==> src/rtl/race_pkg.sv <==
// rtl/race_pkg.sv - shared types and default constants for the race start tree
// Contents:
//   race_state_t   judge FSM states (IDLE, ARMED, TIMING, DONE, FOUL_ST)
//   RACE_CNT_W     default reaction counter width
//   RACE_TICK_DIV  default clock cycles per counted tick
package race_pkg;

    typedef enum logic [2:0] {
        IDLE    = 3'd0,
        ARMED   = 3'd1,
        TIMING  = 3'd2,
        DONE    = 3'd3,
        FOUL_ST = 3'd4
    } race_state_t;

    localparam int RACE_CNT_W    = 16;
    localparam int RACE_TICK_DIV = 1;

endpackage

==> src/rtl/race_tick_gen.sv <==
// rtl/race_tick_gen.sv - TICK_DIV prescaler producing a one-cycle counting tick
// Ports:
//   clk    in   system clock, rising edge
//   reset  in   synchronous active-high reset
//   clear  in   synchronous clear of the prescaler phase
//   en     in   advance the prescaler this cycle
//   tick   out  high for one cycle when the prescaler wraps (combinational from state)
module race_tick_gen #(
    parameter int TICK_DIV = race_pkg::RACE_TICK_DIV
) (
    input  logic clk,
    input  logic reset,
    input  logic clear,
    input  logic en,
    output logic tick
);

    generate
        if (TICK_DIV <= 1) begin : g_bypass
            // Every enabled cycle is a tick; no phase state is needed.
            logic unused_bypass;
            assign unused_bypass = clk ^ reset ^ clear;
            assign tick = en;
        end else begin : g_div
            localparam int PW = $clog2(TICK_DIV);
            localparam logic [PW-1:0] LAST = PW'(TICK_DIV - 1);

            logic [PW-1:0] phase;

            always_ff @(posedge clk) begin
                if (reset || clear) begin
                    phase <= '0;
                end else if (en) begin
                    phase <= (phase == LAST) ? '0 : phase + 1'b1;
                end
            end

            assign tick = en && (phase == LAST);
        end
    endgenerate

endmodule

==> src/rtl/race_reaction_timer.sv <==
// rtl/race_reaction_timer.sv - driver-side judge: reaction time, false start and timeout
// Optional feature macro: RACE_TIMER_BEST_EN (adds best_time register and port).
// Ports:
//   clk         in   system clock, rising edge
//   reset       in   synchronous active-high reset
//   red         in   sequencer red light
//   yellow      in   sequencer yellow light (informational only)
//   green       in   sequencer green light
//   go          in   driver launch input, already synchronous to clk
//   react_time  out  latched reaction time in ticks
//   valid       out  react_time holds a legal result
//   foul        out  false start detected
//   timeout     out  counter saturated without go
//   busy        out  high while ARMED or TIMING
//   best_time   out  best valid reaction time (RACE_TIMER_BEST_EN only)
module race_reaction_timer
    import race_pkg::*;
#(
    parameter int CNT_W    = RACE_CNT_W,
    parameter int TICK_DIV = RACE_TICK_DIV
) (
    input  logic             clk,
    input  logic             reset,
    input  logic             red,
    input  logic             yellow,
    input  logic             green,
    input  logic             go,
    output logic [CNT_W-1:0] react_time,
    output logic             valid,
    output logic             foul,
    output logic             timeout,
    output logic             busy
`ifdef RACE_TIMER_BEST_EN
    ,
    output logic [CNT_W-1:0] best_time
`endif
);

    race_state_t      state;
    logic             go_q;
    logic             red_q;
    logic [CNT_W-1:0] cnt;
    logic [CNT_W-1:0] cnt_next;
    logic             go_edge;
    logic             red_edge;
    logic             sat;
    logic             tick;
    logic             unused_yellow;

    assign unused_yellow = yellow;

    // Edge history resets high so inputs held high through reset are not edges.
    assign go_edge  = go  && !go_q;
    assign red_edge = red && !red_q;

    // Counter value including this cycle's tick; saturation is judged on it.
    assign cnt_next = cnt + {{(CNT_W-1){1'b0}}, tick};
    assign sat      = (cnt_next == '1);

    // Prescaler is held at phase zero while armed so timing starts cleanly.
    race_tick_gen #(
        .TICK_DIV (TICK_DIV)
    ) u_tick_gen (
        .clk   (clk),
        .reset (reset),
        .clear (state == ARMED),
        .en    (state == TIMING),
        .tick  (tick)
    );

    always_ff @(posedge clk) begin
        if (reset) begin
            state      <= IDLE;
            go_q       <= 1'b1;
            red_q      <= 1'b1;
            cnt        <= '0;
            react_time <= '0;
            valid      <= 1'b0;
            foul       <= 1'b0;
            timeout    <= 1'b0;
            busy       <= 1'b0;
        end else begin
            go_q  <= go;
            red_q <= red;
            case (state)
                IDLE: begin
                    if (red) begin
                        state <= ARMED;
                        busy  <= 1'b1;
                    end
                end
                ARMED: begin
                    // A launch before or together with green is a false start.
                    if (go_edge) begin
                        state <= FOUL_ST;
                        foul  <= 1'b1;
                        busy  <= 1'b0;
                    end else if (green) begin
                        state <= TIMING;
                        cnt   <= '0;
                    end
                end
                TIMING: begin
                    cnt <= cnt_next;
                    // go takes precedence over saturation on the same edge.
                    if (go_edge) begin
                        state      <= DONE;
                        react_time <= cnt_next;
                        valid      <= 1'b1;
                        busy       <= 1'b0;
                    end else if (sat) begin
                        state      <= DONE;
                        react_time <= '1;
                        timeout    <= 1'b1;
                        busy       <= 1'b0;
                    end
                end
                DONE, FOUL_ST: begin
                    // react_time is intentionally kept across re-arming.
                    if (red_edge) begin
                        state   <= ARMED;
                        valid   <= 1'b0;
                        foul    <= 1'b0;
                        timeout <= 1'b0;
                        busy    <= 1'b1;
                    end
                end
                default: begin
                    state <= IDLE;
                    busy  <= 1'b0;
                end
            endcase
        end
    end

`ifdef RACE_TIMER_BEST_EN
    always_ff @(posedge clk) begin
        if (reset) begin
            best_time <= '1;
        end else if (state == TIMING && go_edge && cnt_next < best_time) begin
            best_time <= cnt_next;
        end
    end
`endif

endmodule

==> config.mk <==
export PLATFORM = sky130hd
export DESIGN_NAME = race_reaction_timer
export DESIGN_NICKNAME = d
export VERILOG_FILES = /design/src/rtl/race_pkg.sv /design/src/rtl/race_tick_gen.sv /design/src/rtl/race_reaction_timer.sv
export SDC_FILE = /design/constraint.sdc
export NUM_CORES = 1
export LEC_CHECK = 0
export CELL_PAD_IN_SITES_DETAIL_PLACEMENT = 0
export CELL_PAD_IN_SITES_GLOBAL_PLACEMENT = 2
export CORE_UTILIZATION = 30
export CTS_BUF_LIST = sky130_fd_sc_hd__clkbuf_8 sky130_fd_sc_hd__clkbuf_16
export CTS_CLUSTER_DIAMETER = 30
export DETAILED_ROUTE_END_ITERATION = 12
export PLACE_DENSITY_LB_ADDON = 0.1
export SLEW_MARGIN = 20
export SYNTH_ARGS = -nofsm -noshare
export SYNTH_HDL_FRONTEND = slang
export SYNTH_SLANG_ARGS = --single-unit
==> constraint.sdc <==
create_clock -name clk -period 3.28 [get_ports clk]
set_clock_uncertainty 0.05 [all_clocks]
set_input_delay 0.328 -clock clk [delete_from_list [all_inputs] [get_ports clk]]
set_output_delay 0.328 -clock clk [all_outputs]
set_load 0.03 [all_outputs]
==> results of run 1 <==
state kept, by name, summed over array words and instances (netlist names):
name	cells
cnt	16
react_time	16
state	3
busy	1
foul	1
go_q	1
red_q	1
timeout	1
valid	1
logic make-up after synthesis:
family                     after synthesis  synth area share
xor gates and xnor gates                13            0.0472
muxes                                    1           0.00415
and+or+nand+nor                        113             0.259
buffers and inverters                   32            0.0871
adders and majority gates                3            0.0156
AOI/OAI and AO/OA                      101             0.247
DFF                                     41             0.340
Yosys cell counts (2+ instances only):
cell type,n,area [um2]
ha_1,3,37.5
nor3_1,7,35.0
a21oi_1,49,245
dfxtp_1,41,821
nor4_4,2,42.5
nand3_1,9,45.0
a21o_1,4,30.0
o311ai_0,2,17.5
a22oi_1,2,15.0
nand4_4,2,42.5
nor2b_1,5,31.3
a21bo_2,2,20.0
xnor2_1,8,70.1
nand2b_1,5,31.3
nand3b_1,2,15.0
nor2_1,46,173
o21a_1,2,15.0
nor3b_1,4,30.0
nand2_1,13,48.8
or2_2,2,12.5
o21ai_0,26,130
clkbuf_8,5,68.8
or3_2,2,15.0
clkbuf_1,12,45.0
xor2_1,5,43.8
inv_1,8,30.0
buf_1,2,7.51
buf_2,2,10.0
nand4_1,3,18.8
timing repair:
action / in CTS / in global routing
hold endpoints to repair: 0 / 0
hold buffers: 0 / 0
resized for setup: 0 / 3
setup endpoints to repair: 0 / 15
routing by layer:
metal	vias to the layer above	share of wire	track usage	wire, um
met5	-	0	0	0
met4	0	0.0071	0.0443	47
met3	4	0.026	0.0274	172
met2	34	0.49	0.283	3230
met1	1048	0.48	0.210	3170
li1	1095	-	-	-
metrics by stage:
stage                     std cells  setup WS [ns]  hold WS, ns  power (uW)  utilization
after floorplan                 304         0.0584        0.385         902            -
after global placement          413          0.253        0.398        1050        0.344
after detailed placement        413          0.213        0.401        1050        0.344
after CTS                       421          0.186        0.421        1480        0.359
after global routing            421         0.0229        0.440        1560        0.360
final                           421          0.270        0.414        1460        0.360
report_power, final:
part,internal [uW],leakage (uW),switching (uW)
sequential,528,0.000332,35.0
clock,245,0.0000626,185
combinational,172,0.000536,299
total,946,0.000930,518
layout make-up:
type                    instances  area [um2]
clock inverters                 2        33.8
repair buffers                 31         297
fillers                       851        4970
clock buffers                   6        82.6
multi-input cells             231        1410
flip-flops and latches         41         822
inverters                       8        30.0
well taps                     102         128
worst register-to-register path: stages, from the launching register on:
cell	delay, ns
dfxtp_1	0.39
nand2b_1	0.20
nand2b_1	0.19
inv_1	0.13
ha_4	0.21
ha_2	0.25
nor2b_2	0.24
nand2_1	0.09
a211o_1	0.32
nor4_4	0.37
nand2_2	0.14
buf_4	0.23
a21oi_1	0.14
worst max path at each step:
stage / startpoint / end / slack, ns
floorplan: state[0]$_SDFFE_PP0P_ / busy$_SDFFE_PP0P_ / 0.06
global placement: state[1]$_SDFFE_PP0P_ / busy$_SDFFE_PP0P_ / 0.25
detailed placement: state[0]$_SDFFE_PP0P_ / react_time[9]$_SDFFE_PP0P_ / 0.21
CTS: state[0]$_SDFFE_PP0P_ / react_time[9]$_SDFFE_PP0P_ / 0.19
global route: state[0]$_SDFFE_PP0P_ / react_time[11]$_SDFFE_PP0P_ / 0.02
finish: state[0]$_SDFFE_PP0P_ / react_time[9]$_SDFFE_PP0P_ / 0.27
==> results.cfg, run 1 <==
[outcome]
outcome = completed

[critical_path]
r2r_end = react_time[9]$_SDFFE_PP0P_
worst_setup_path_start_kind = flop
worstPathCellList = nand2b_1 > nand2b_1 > inv_1 > ha_4 > ha_2 > nor2b_2 > nand2_1 > a211o_1 > nor4_4 > nand2_2 > buf_4 > a21oi_1
crit_fanout = 14
critPathTopFamily = simple AND/OR/NAND/NOR gates
cp_slowest_cell = dfxtp_1
critPathKind = flop to flop
end_kind = flop
critPathRequiredTime_ns = 3.46
critPathMaxStageDelay_ns = 0.39
arrival_ns = 3.19
crit-reg2reg-launch = state[0]$_SDFFE_PP0P_
r2r.worst_path.cells = 12
crit_top_cell = nand2b_1
ff2ff_setup_slack_ns = 0.27
cp.depth = 12
cp_num_buf_inv = 2

[place]
io_buffers = 24
dp_hpwl_um = 4450
placed_cell_area_mm2 = 0.00268
gp_congestion = 0.790

[drt]
vias = 2181
drc_errors = 0
firstDrtPassIters = 4
wirelength_um = 6620
wl_per_cell_um = 15.7
drtAntennaViolNets = 0
drtIter0Drc = 86
vias_per_cell = 5.18

[sta]
tightest_slew_ns = 0.736
fin_tns_setup_ns = 0
finalHoldViolCount = 0
fin_crit_ns = 3.01
rsz0062_at_grt = false
report.final.slew_viol_count = 0
maxSlewHeadroom = 0.497
setup_violations = 0
finalCritPeriodShare = 0.918
fmax_mhz = 332

[synth]
ys_ff_latch = 41
syn_nets = 313
ys_types = 58
synth_ff_type = dfxtp_1
synth_edf_count = 0
async_reset_ff_frac = 0
syn_area_mm2 = 0.00241
syn_area_per_cell_um2 = 7.94
ys_warn_count = 0
seq_area_frac_synth = 0.340
syn_inst = 304

[global_routing]
grt_max_degree = 39
grt_usage = 0.164
grt_pass1_vias = 2065
grt_pass1_wl_um = 10700
antenna_found_initial = 0
grt_overflow = 0

[clock_tree]
clkTransAtPathRegs_ns = 0.08
htree_levels = 2
clockBufferDepth = 2
root_buffer = clkbuf_8
cts_sinks = 41
cts-buffers-inserted = 5
cts_tree = yes
cts_setup_buffers = 0
insertion_delay_ns = 0.29

[floorplanning]
die_height_um = 91.7
die_w_um = 91.7
ioPinCount = 26
initial_core_util = 0.311
fp-row-count = 32
coreArea_mm2 = 0.00777
dieArea_mm2 = 0.00841

[final_layout]
final_cell_mix = 49 x a21oi_1, 46 x nor2_1, 40 x dfxtp_1, 26 x o21ai_0, 24 x clkdlybuf4s50_1
antennaDiodeCount = 0
finalInstanceArea_mm2 = 0.00280
drive_gt1_frac = 0.110
area_growth_pct = 16.0
final_common_cell = a21oi_1
final_nets = 327

[flow_run]
max_cap_viol_count = 0

[pwr]
power_density_mw_per_mm2 = 523
peakVddDrop_v = 0.000158
power_leakage_uw = 0.000930

[worst_hold_path]
hold_class = flop to flop
holdPathStages = 2
holdPathEnd = timeout$_SDFFE_PP0P_
holdCritStartpoint = timeout$_SDFFE_PP0P_
Note: power is estimated with default switching activity, not from simulation.
==> run 2, diff against run 1 <==
CELL_PAD_IN_SITES_DETAIL_PLACEMENT = not set   (was 0)
CELL_PAD_IN_SITES_GLOBAL_PLACEMENT = not set   (was 2)
CORE_UTILIZATION = 51   (was 30)
PLACE_DENSITY = 0.77   (was not set)
PLACE_DENSITY_LB_ADDON = not set   (was 0.1)
==> run 2 against run 1 <==
Net effect:
- hold slack improved by 0.0021 ns
- via count rose by 0.28%
- die area fell by 40%
==> results.cfg, run 2 (synthesis results as in run 1) <==
[clock_tree]
clockBufferDepth = 2
ctsResizeCount = 0
cts_tree = yes
cts_setup_buffers = 0
cts_sinks = 41
cts-hold-fix-buffers = 0
cts-buffers-inserted = 5
htree_levels = 2
root_buffer = clkbuf_8
insertion_delay_ns = 0.29
clkTransAtPathRegs_ns = 0.08

[sta]
fin_tns_setup_ns = 0
finalCritPeriodShare = 0.901
tightest_slew_ns = 0.549
finalHoldViolCount = 0
setup_violations = 0
maxSlewHeadroom = 0.625
whs_ns = 0.416
report.final.slew_viol_count = 0
rsz0062_at_grt = false
fmax_mhz = 338
fin_crit_ns = 2.96

[final_layout]
finalInstanceArea_mm2 = 0.00273
area_growth_pct = 13.0
final_common_cell = a21oi_1
final_cell_mix = 49 x a21oi_1, 46 x nor2_1, 41 x dfxtp_1, 26 x o21ai_0, 24 x clkdlybuf4s50_1
final_nets = 325
fillers = 405
antennaDiodeCount = 0
largest_registers = cnt x16, react_time x16, state x3
drive_gt1_frac = 0.104

[critical_path]
crit_fanout = 9
arrival_ns = 3.10
end_kind = flop
critPathKind = flop to flop
critPathRequiredTime_ns = 3.42
worst_setup_path_start_kind = flop

[floorplanning]
ioPinCount = 26
initial_core_util = 0.543
dieArea_mm2 = 0.00501
die_height_um = 70.8
fp-row-count = 24
coreArea_mm2 = 0.00444
die_w_um = 70.8

[pwr]
seqPwrFrac = 0.392
combinationalPowerShare = 0.313
switching_share = 0.342
clockPowerShare = 0.295
peakVddDrop_v = 0.000376
power_leakage_uw = 0.000932
p_switching_uw = 489
power_density_mw_per_mm2 = 525
p_int_uw = 942

[place]
placed_cell_area_mm2 = 0.00260
dp_hpwl_um = 3640
io_buffers = 24
gp_congestion = 0.838

[drt]
drc_errors = 0
wirelength_um = 5420
wl_met2_um = 2410
drtIter0Drc = 136
top_layer_used = met4
m1WireLength_um = 2630
vias_per_cell = 5.93
drtAntennaViolNets = 0
wl_met3_um = 358
wl_per_cell_um = 14.7
vias = 2187
firstDrtPassIters = 4

[outcome]
outcome = completed

[global_routing]
grt_pass1_wl_um = 9290
grt_pass1_vias = 2032
grt_max_degree = 40
grt_usage = 0.229
grt_overflow = 0
antenna_found_initial = 0

[flow_run]
max_cap_viol_count = 0

[worst_hold_path]
hold_class = flop to flop
-- run 2: cell type report --
type | count | area (um2) | share of cell area
Inverter | 8 | 30.0 | 0.0110
Sequential cell | 41 | 821 | 0.301
Tap cell | 52 | 65.1 | 0.0239
Multi-Input combinational cell | 231 | 1410 | 0.518
Clock buffer | 6 | 82.6 | 0.0303
Timing Repair Buffer | 29 | 278 | 0.102
Clock inverter | 2 | 37.5 | 0.0138
-- run 2: power by group through the flow --
stage | Combinational, uW | Clock, uW | Sequential [uW]
3_3_place_gp | 433 | 0 | 572
3_5_place_dp | 441 | 0 | 572
4_1_cts | 441 | 436 | 561
2_1_floorplan | 315 | 0 | 586
6_report | 448 | 423 | 561
5_1_grt | 487 | 455 | 568
-- run 2: path summary, 6_finish.rpt --
check	from	to	slack, ns	depth (start not counted)
setup / recovery	state[0]$_SDFFE_PP0P_	busy$_SDFFE_PP0P_	0.32	11
hold / removal	foul$_SDFFE_PP0P_	foul$_SDFFE_PP0P_	0.42	1
setup reg to reg	state[0]$_SDFFE_PP0P_	busy$_SDFFE_PP0P_	0.32	11
hold reg to reg	foul$_SDFFE_PP0P_	foul$_SDFFE_PP0P_	0.42	1
-- run 2: metal layers --
metal / vias up / GRT usage
li1: 1097 / -
met1: 1021 / 0.321
met2: 67 / 0.360
met3: 2 / 0.0470
met4: 0 / 0.0600
met5: - / 0
-- run 2: metrics by stage --
| step | utilization | setup slack (ns) | instances | total power, uW |
|---|---|---|---|---|
| after CTS | 0.611 | 0.241 | 369 | 1440 |
| after global routing | 0.614 | 0.0419 | 369 | 1510 |
| after floorplan | - | 0.0584 | 304 | 902 |
| after detailed placement | 0.584 | 0.259 | 361 | 1010 |
| after global placement | 0.584 | 0.324 | 361 | 1000 |
| final | 0.614 | 0.324 | 369 | 1430 |
-- run 2: critical path, stage by stage (launching register included) --
cell and delay (ns):
dfxtp_1 0.38, nand2b_1 0.19, nand2b_1 0.17, inv_1 0.12, ha_4 0.20, ha_2 0.25
nand3_2 0.20, nor4_2 0.34, xnor2_1 0.20, nor4_4 0.30, a311oi_1 0.17, a2111oi_2 0.30
